## src/rtl/mdu_iter_pkg.sv

```systemverilog
// Shared MDU definitions: operation codes, FSM state encoding and opcode helpers.
package mdu_iter_pkg;

    localparam logic [1:0] MDU_MULT  = 2'b00;
    localparam logic [1:0] MDU_MULTU = 2'b01;
    localparam logic [1:0] MDU_DIV   = 2'b10;
    localparam logic [1:0] MDU_DIVU  = 2'b11;

    typedef enum logic [1:0] {
        MDU_IDLE = 2'd0,
        MDU_CALC = 2'd1,
        MDU_FIX  = 2'd2
    } mdu_state_e;

    function automatic logic op_is_signed(input logic [1:0] op);
        return (op == MDU_MULT) || (op == MDU_DIV);
    endfunction

    function automatic logic op_is_div(input logic [1:0] op);
        return op[1];
    endfunction

endpackage

```

## src/rtl/mdu_div_core.sv

```systemverilog
// Unsigned restoring-divide datapath: one shift/trial-subtract step per cycle.
module mdu_div_core #(
    parameter int WIDTH = 32
) (
    input  logic             clk,
    input  logic             rst,
    input  logic             load,
    input  logic             step,
    input  logic [WIDTH-1:0] dividend,
    input  logic [WIDTH-1:0] divisor,
    output logic [WIDTH-1:0] quot,
    output logic [WIDTH-1:0] rem
);

    logic [WIDTH-1:0] rem_r;
    logic [WIDTH-1:0] quot_r;
    logic [WIDTH-1:0] dvsr_r;
    logic [WIDTH:0]   shifted_s;
    logic [WIDTH:0]   diff_s;

    // Trial subtraction; a borrow in the top bit means the divisor did not fit.
    always_comb begin
        shifted_s = {rem_r, quot_r[WIDTH-1]};
        diff_s    = shifted_s - {1'b0, dvsr_r};
    end

    // Remainder/quotient shift registers; the quotient register starts out holding the dividend.
    always_ff @(posedge clk) begin
        if (rst) begin
            rem_r  <= '0;
            quot_r <= '0;
            dvsr_r <= '0;
        end else if (load) begin
            rem_r  <= '0;
            quot_r <= dividend;
            dvsr_r <= divisor;
        end else if (step) begin
            if (diff_s[WIDTH] == 1'b0) begin
                rem_r  <= diff_s[WIDTH-1:0];
                quot_r <= {quot_r[WIDTH-2:0], 1'b1};
            end else begin
                rem_r  <= shifted_s[WIDTH-1:0];
                quot_r <= {quot_r[WIDTH-2:0], 1'b0};
            end
        end
    end

    assign quot = quot_r;
    assign rem  = rem_r;

endmodule

```

## src/rtl/mdu_iter.sv

```systemverilog
// Iterative MULT/MULTU/DIV/DIVU unit holding HI/LO. Operates on magnitudes, fixes signs at the end.
// Optional: define MDU_FAST_MUL_EN for a single-cycle combinational multiply path.
module mdu_iter
    import mdu_iter_pkg::*;
#(
    parameter int WIDTH = 32
) (
    input  logic             clk,
    input  logic             rst,
    input  logic             start,
    input  logic [1:0]       op,
    input  logic [WIDTH-1:0] A,
    input  logic [WIDTH-1:0] B,
    input  logic             hi_we,
    input  logic             lo_we,
    input  logic [WIDTH-1:0] wdata,
    output logic             busy,
    output logic             done,
    output logic [WIDTH-1:0] hi,
    output logic [WIDTH-1:0] lo
);

    localparam int CW = $clog2(WIDTH);

    mdu_state_e         state_r, next_s;
    logic [CW-1:0]      cnt_r;
    logic               is_div_r, dz_r, neg_q_r, neg_rem_r, done_r;
    logic [WIDTH-1:0]   a_r, mcand_r, hi_r, lo_r;
    logic [2*WIDTH-1:0] prod_r, mul_res_s;
    logic [WIDTH-1:0]   ua_s, ub_s, quot_s, rem_s, quot_res_s, rem_res_s;
    logic               sgn_s, dz_s;
    logic [WIDTH:0]     mul_sum_s;

    // Operand magnitudes and divide-by-zero detection, valid in the start cycle.
    always_comb begin
        sgn_s = op_is_signed(op);
        ua_s  = (sgn_s && A[WIDTH-1]) ? -A : A;
        ub_s  = (sgn_s && B[WIDTH-1]) ? -B : B;
        dz_s  = op_is_div(op) && (B == '0);
    end

    // Shift-add multiply step and final sign correction of all results.
    always_comb begin
        mul_sum_s  = {1'b0, prod_r[2*WIDTH-1:WIDTH]} + (prod_r[0] ? {1'b0, mcand_r} : {(WIDTH+1){1'b0}});
        mul_res_s  = neg_q_r ? -prod_r : prod_r;
        quot_res_s = neg_q_r ? -quot_s : quot_s;
        rem_res_s  = neg_rem_r ? -rem_s : rem_s;
    end

    mdu_div_core #(.WIDTH(WIDTH)) u_div (
        .clk      (clk),
        .rst      (rst),
        .load     ((state_r == MDU_IDLE) && start),
        .step     ((state_r == MDU_CALC) && is_div_r),
        .dividend (ua_s),
        .divisor  (ub_s),
        .quot     (quot_s),
        .rem      (rem_s)
    );

    // State register.
    always_ff @(posedge clk) begin
        if (rst) begin
            state_r <= MDU_IDLE;
        end else begin
            state_r <= next_s;
        end
    end

    // Next-state logic; divide-by-zero (and fast multiply) bypasses CALC.
    always_comb begin
        next_s = state_r;
        case (state_r)
            MDU_IDLE: begin
                if (start) begin
                    if (dz_s) begin
                        next_s = MDU_FIX;
`ifdef MDU_FAST_MUL_EN
                    end else if (!op_is_div(op)) begin
                        next_s = MDU_FIX;
`endif
                    end else begin
                        next_s = MDU_CALC;
                    end
                end else begin
                    next_s = MDU_IDLE;
                end
            end
            MDU_CALC: begin
                if (cnt_r == CW'(WIDTH-1)) begin
                    next_s = MDU_FIX;
                end else begin
                    next_s = MDU_CALC;
                end
            end
            MDU_FIX:  next_s = MDU_IDLE;
            default:  next_s = MDU_IDLE;
        endcase
    end

    // Operation capture, iteration counter and multiply product register.
    always_ff @(posedge clk) begin
        if (rst) begin
            cnt_r     <= '0;
            is_div_r  <= 1'b0;
            dz_r      <= 1'b0;
            neg_q_r   <= 1'b0;
            neg_rem_r <= 1'b0;
            a_r       <= '0;
            mcand_r   <= '0;
            prod_r    <= '0;
        end else begin
            case (state_r)
                MDU_IDLE: begin
                    cnt_r <= '0;
                    if (start) begin
                        is_div_r  <= op_is_div(op);
                        dz_r      <= dz_s;
                        neg_q_r   <= sgn_s && (A[WIDTH-1] ^ B[WIDTH-1]);
                        neg_rem_r <= sgn_s && A[WIDTH-1];
                        a_r       <= A;
                        mcand_r   <= ua_s;
`ifdef MDU_FAST_MUL_EN
                        prod_r    <= {{WIDTH{1'b0}}, ua_s} * {{WIDTH{1'b0}}, ub_s};
`else
                        prod_r    <= {{WIDTH{1'b0}}, ub_s};
`endif
                    end
                end
                MDU_CALC: begin
                    cnt_r <= cnt_r + CW'(1);
                    if (!is_div_r) begin
                        prod_r <= {mul_sum_s, prod_r[WIDTH-1:1]};
                    end
                end
                default: cnt_r <= '0;
            endcase
        end
    end

    // HI/LO: result write in FIX, MTHI/MTLO accepted only while idle.
    always_ff @(posedge clk) begin
        if (rst) begin
            hi_r <= '0;
            lo_r <= '0;
        end else begin
            case (state_r)
                MDU_FIX: begin
                    if (dz_r) begin
                        hi_r <= a_r;
                        lo_r <= {WIDTH{1'b1}};
                    end else if (is_div_r) begin
                        hi_r <= rem_res_s;
                        lo_r <= quot_res_s;
                    end else begin
                        {hi_r, lo_r} <= mul_res_s;
                    end
                end
                MDU_IDLE: begin
                    if (hi_we) hi_r <= wdata;
                    if (lo_we) lo_r <= wdata;
                end
                default: begin
                    hi_r <= hi_r;
                    lo_r <= lo_r;
                end
            endcase
        end
    end

    // done pulses in the cycle after the FIX write.
    always_ff @(posedge clk) begin
        if (rst) begin
            done_r <= 1'b0;
        end else begin
            done_r <= (state_r == MDU_FIX);
        end
    end

    assign busy = (state_r != MDU_IDLE);
    assign done = done_r;
    assign hi   = hi_r;
    assign lo   = lo_r;

endmodule

```

## config.mk

```make
export PLATFORM = sky130hd
export DESIGN_NAME = mdu_iter
export DESIGN_NICKNAME = d
export VERILOG_FILES = /design/src/rtl/mdu_iter_pkg.sv /design/src/rtl/mdu_div_core.sv /design/src/rtl/mdu_iter.sv
export SDC_FILE = /design/constraint.sdc
export NUM_CORES = 1
export LEC_CHECK = 0
export CORE_UTILIZATION = 55
export CTS_BUF_LIST = sky130_fd_sc_hd__clkbuf_2 sky130_fd_sc_hd__clkbuf_4 sky130_fd_sc_hd__clkbuf_8
export CTS_CLUSTER_DIAMETER = 80
export CTS_CLUSTER_SIZE = 16
export DETAILED_ROUTE_END_ITERATION = 8
export GPL_TIMING_DRIVEN = 0
export PLACE_DENSITY = 0.76
export SLEW_MARGIN = 40
export SYNTH_ARGS = -nofsm -noshare
export SYNTH_HDL_FRONTEND = slang
export SYNTH_SLANG_ARGS = --single-unit
export TNS_END_PERCENT = 100
```

## constraint.sdc

```tcl
create_clock -name clk -period 4.8 [get_ports clk]
set_input_delay 0.72 -clock clk [delete_from_list [all_inputs] [get_ports clk]]
set_output_delay 0.72 -clock clk [all_outputs]
set_load 0.01 [all_outputs]
```

==> results.py <==
metrics = {
    "sta": {
        "clock_skew_ns": 0.03216,
        "fin_setup_tns_ns": 0,
        "maxSlewHeadroom_pct": 34.55,
        "setup_ws_ns": 0.2850,
        "hold_violations": 0,
        "fmax_mhz": 221.5,
        "fin_crit_ns": 4.515,
        "min_period_over_period_pct": 94.06,
        "slew_viol_final": 0,
        "worst_pin_slew_ns": 0.9758,
        "grt_setup_unrepaired": "no",
        "setup_viol": 0,
    },
    "die": {
        "core-area_sq_um": 34880,
        "die_y_microns": 191.2,
        "start_util_pct": 56.45,
        "rows": 68,
        "num_io_pins": 169,
        "dieArea_sq_um": 36560,
        "die_w_microns": 191.2,
    },
    "hold_path": {
        "hold_depth": 2,
        "min_path_type": "flip-flop to flip-flop",
    },
    "global_routing": {
        "antenna_found_initial": 9,
        "grt_max_degree": 17,
        "grt_overflow_total": 0,
        "grt_pass1_wl_microns": 129400,
        "grt_pass1_vias": 20180,
        "grt_util_all_layers_pct": 48.15,
    },
    "clock_network": {
        "clockRootBuffer": "clkbuf_8",
        "clk_pin_slew_ns": 0.12,
        "cts_tree": "built",
        "clk_path_buf_depth": 3,
        "clock_sinks": 299,
        "cts_setup_buffers": 0,
        "cts_buffers": 24,
        "cts_hold_buf": 0,
        "htree_levels": 1,
        "insertion_delay_ns": 0.64,
    },
    "placed_design": {
        "dpl_worst_slack_ns": 0.1021,
        "dp.cells": 3226,
        "dp_hpwl_microns": 70670,
        "place_congestion": 1.069,
        "place_area_sq_um": 21970,
        "port_buffers": 168,
    },
    "final_layout": {
        "seq_area_sq_um": 5986,
        "synthToLayoutAreaGrowth_pct": 13.73,
        "final_net_count": 2973,
        "multi_input_area_sq_um": 12830,
        "fin_cells": 3258,
        "layout-drive-gt1-share_pct": 2.392,
        "fillCellCount": 3125,
        "fin_area_sq_um": 22400,
    },
    "logic_synthesis": {
        "synth_top_area_cell": "dfxtp_1",
        "synth_compound_area_share_pct": 27.06,
        "ys_seq_elements": 299,
        "synth.top_cell.area_share_pct": 30.40,
        "postSynthCellCount": 2602,
        "synth_edf_count": 0,
        "yosysWarnings": 0,
        "ys_top_cells_by_area": "dfxtp_1, a21oi_1, nand2_1",
        "synth_fp_nets": 2778,
        "synth_area_sq_um": 19690,
        "synth_common_cells": "dfxtp_1, nand2_1, a21oi_1",
        "yosys.area_share.xor_xnor_pct": 9.741,
        "yosys.area_share.simple_pct": 20.60,
        "yosysUniqueCellTypes": 72,
        "synthAdderAreaFrac_pct": 4.715,
        "syn_avg_cell_area_sq_um": 7.568,
        "synth_ff_type": "dfxtp_1",
        "synth.mux.area_fraction_pct": 2.942,
        "synth_top_family_by_area": "compound AO/OA/AOI/OAI gates",
        "yosysSeqAreaShare_pct": 30.40,
        "synthArstFlopShare_pct": 0,
    },
    "drt": {
        "wl_microns": 89480,
        "drc": 0,
        "wl_per_cell_microns": 27.46,
        "viasPerCell": 6.820,
        "drt_iter0_markers": 3391,
        "detail-route-antenna-nets": 0,
        "first_pass_iters": 8,
        "vias": 22220,
    },
    "critical_path": {
        "crit_arrival_ns": 5.02,
        "crit_fanout": 10,
        "cp.required_ns": 5.30,
        "setup.worst_path.class": "flip-flop to flip-flop",
        "endpoint_kind": "flip-flop",
        "cp-start-kind": "flip-flop",
        "rr_worst_depth": 14,
    },
    "power": {
        "p_leak_nw": 8.549,
        "p_total_mw": 6.185,
        "power.density_nw_per_um2": 276.2,
        "ir_drop_mv": 0.3083,
    },
    "job": {
        "drv_cap": 0,
    },
    "outcome": {
        "outcome": "completed",
    },
}
## worst paths after layout
kind / from / to / slack (ns)
max: prod_r[0] / prod_r[63] / 0.28
max reg2reg: prod_r[0] / prod_r[63] / 0.28
min: hi[31] / hi[31] / 0.44
min reg2reg: hi[31] / hi[31] / 0.44
## area by class of cell
class                   count  area share [%]
multi-input cells        2065           57.27
flip-flops and latches    299           26.73
repair buffers            169           7.553
plain buffers             171           2.905
well taps                 455           2.542
clock buffers              25           1.536
inverters                  67           1.123
clock inverters             5          0.3185
diodes                      2         0.02235
## timing repair
action / in CTS / in global routing
gates resized for setup: 0 / 1
endpoints found under the hold margin: 0 / 0
endpoints found under the setup margin: 0 / 1
## per-stage QoR
step,hold slack (ns),util (%)
2_1_floorplan,0.4149,-
3_3_place_gp,0.4275,62.90
3_5_place_dp,0.4313,62.99
4_1_cts,0.4454,64.18
5_1_grt,0.4775,64.19
6_report,0.4440,64.20
## power by group
group / internal, mW / total, mW / leakage [nW] / switching, mW
logic: 0.653 / 1.88 / 5.88 / 1.23
registers: 2.65 / 2.83 / 2.45 / 0.184
clock network: 0.541 / 1.47 / 0.215 / 0.934
total: 3.84 / 6.19 / 8.55 / 2.34
## worst max-delay path, stage by stage (launching register included)
cell and delay (ns):
dfxtp_1 0.66, clkbuf_1 0.43, and2_1 0.23, ha_1 0.19
inv_1 0.06, fa_1 0.39, nor2b_1 0.26, o311a_1 0.22
o21ai_0 0.14, o21ai_1 0.36, a21oi_1 0.29, o311ai_0 0.40
a21o_1 0.21, nand2_1 0.08, a2111oi_0 0.45
## registers in the layout, indices dropped and copies added (netlist names)
name	flops
state_r	2
neg_q_r	1
a_r	32
is_div_r	1
mcand_r	31
lo	32
done	1
cnt_r	5
hi	32
prod_r	64
u_div.quot	32
neg_rem_r	1
u_div.dvsr_r	32
dz_r	1
u_div.rem	32
## kinds of logic (layout without fill, tap and decap cells)
kind of cell	after synthesis	in the layout
multiplexers	54	54
AO/OA/AOI/OAI	848	848
AND/OR/NAND/NOR	871	871
flip-flops	299	299
buffers and inverters	238	437
other	0	2
XOR/XNOR	219	219
adder cells (fa/ha/maj)	73	73
## metal layers
metal,wire (microns),track usage (%),up-vias
met3,12290,13.29,360
met5,59,0,-
met2,36910,71.07,1697
li1,-,-,9734
met4,6370,26.98,8
met1,33840,62.99,10420
## placed cells by master, fill, tap and decap left out, types with 19 or more instances in the layout
cell type,count
a211oi_1,63
a21boi_0,23
a21o_1,37
a21oi_1,269
a22oi_1,19
a31oi_1,28
and2_1,38
clkbuf_1,154
clkbuf_8,25
clkdlybuf4s50_1,168
dfxtp_1,299
ha_1,71
inv_1,67
mux2i_1,50
nand2_1,299
nand3_1,49
nor2_1,241
nor3_1,63
nor4_1,22
o21a_1,28
o21ai_0,187
o221ai_1,29
o31ai_1,47
o41ai_1,21
or3_1,34
or4_1,26
xnor2_1,103
xor2_1,116
Note: power is estimated with default switching activity, not from simulation.
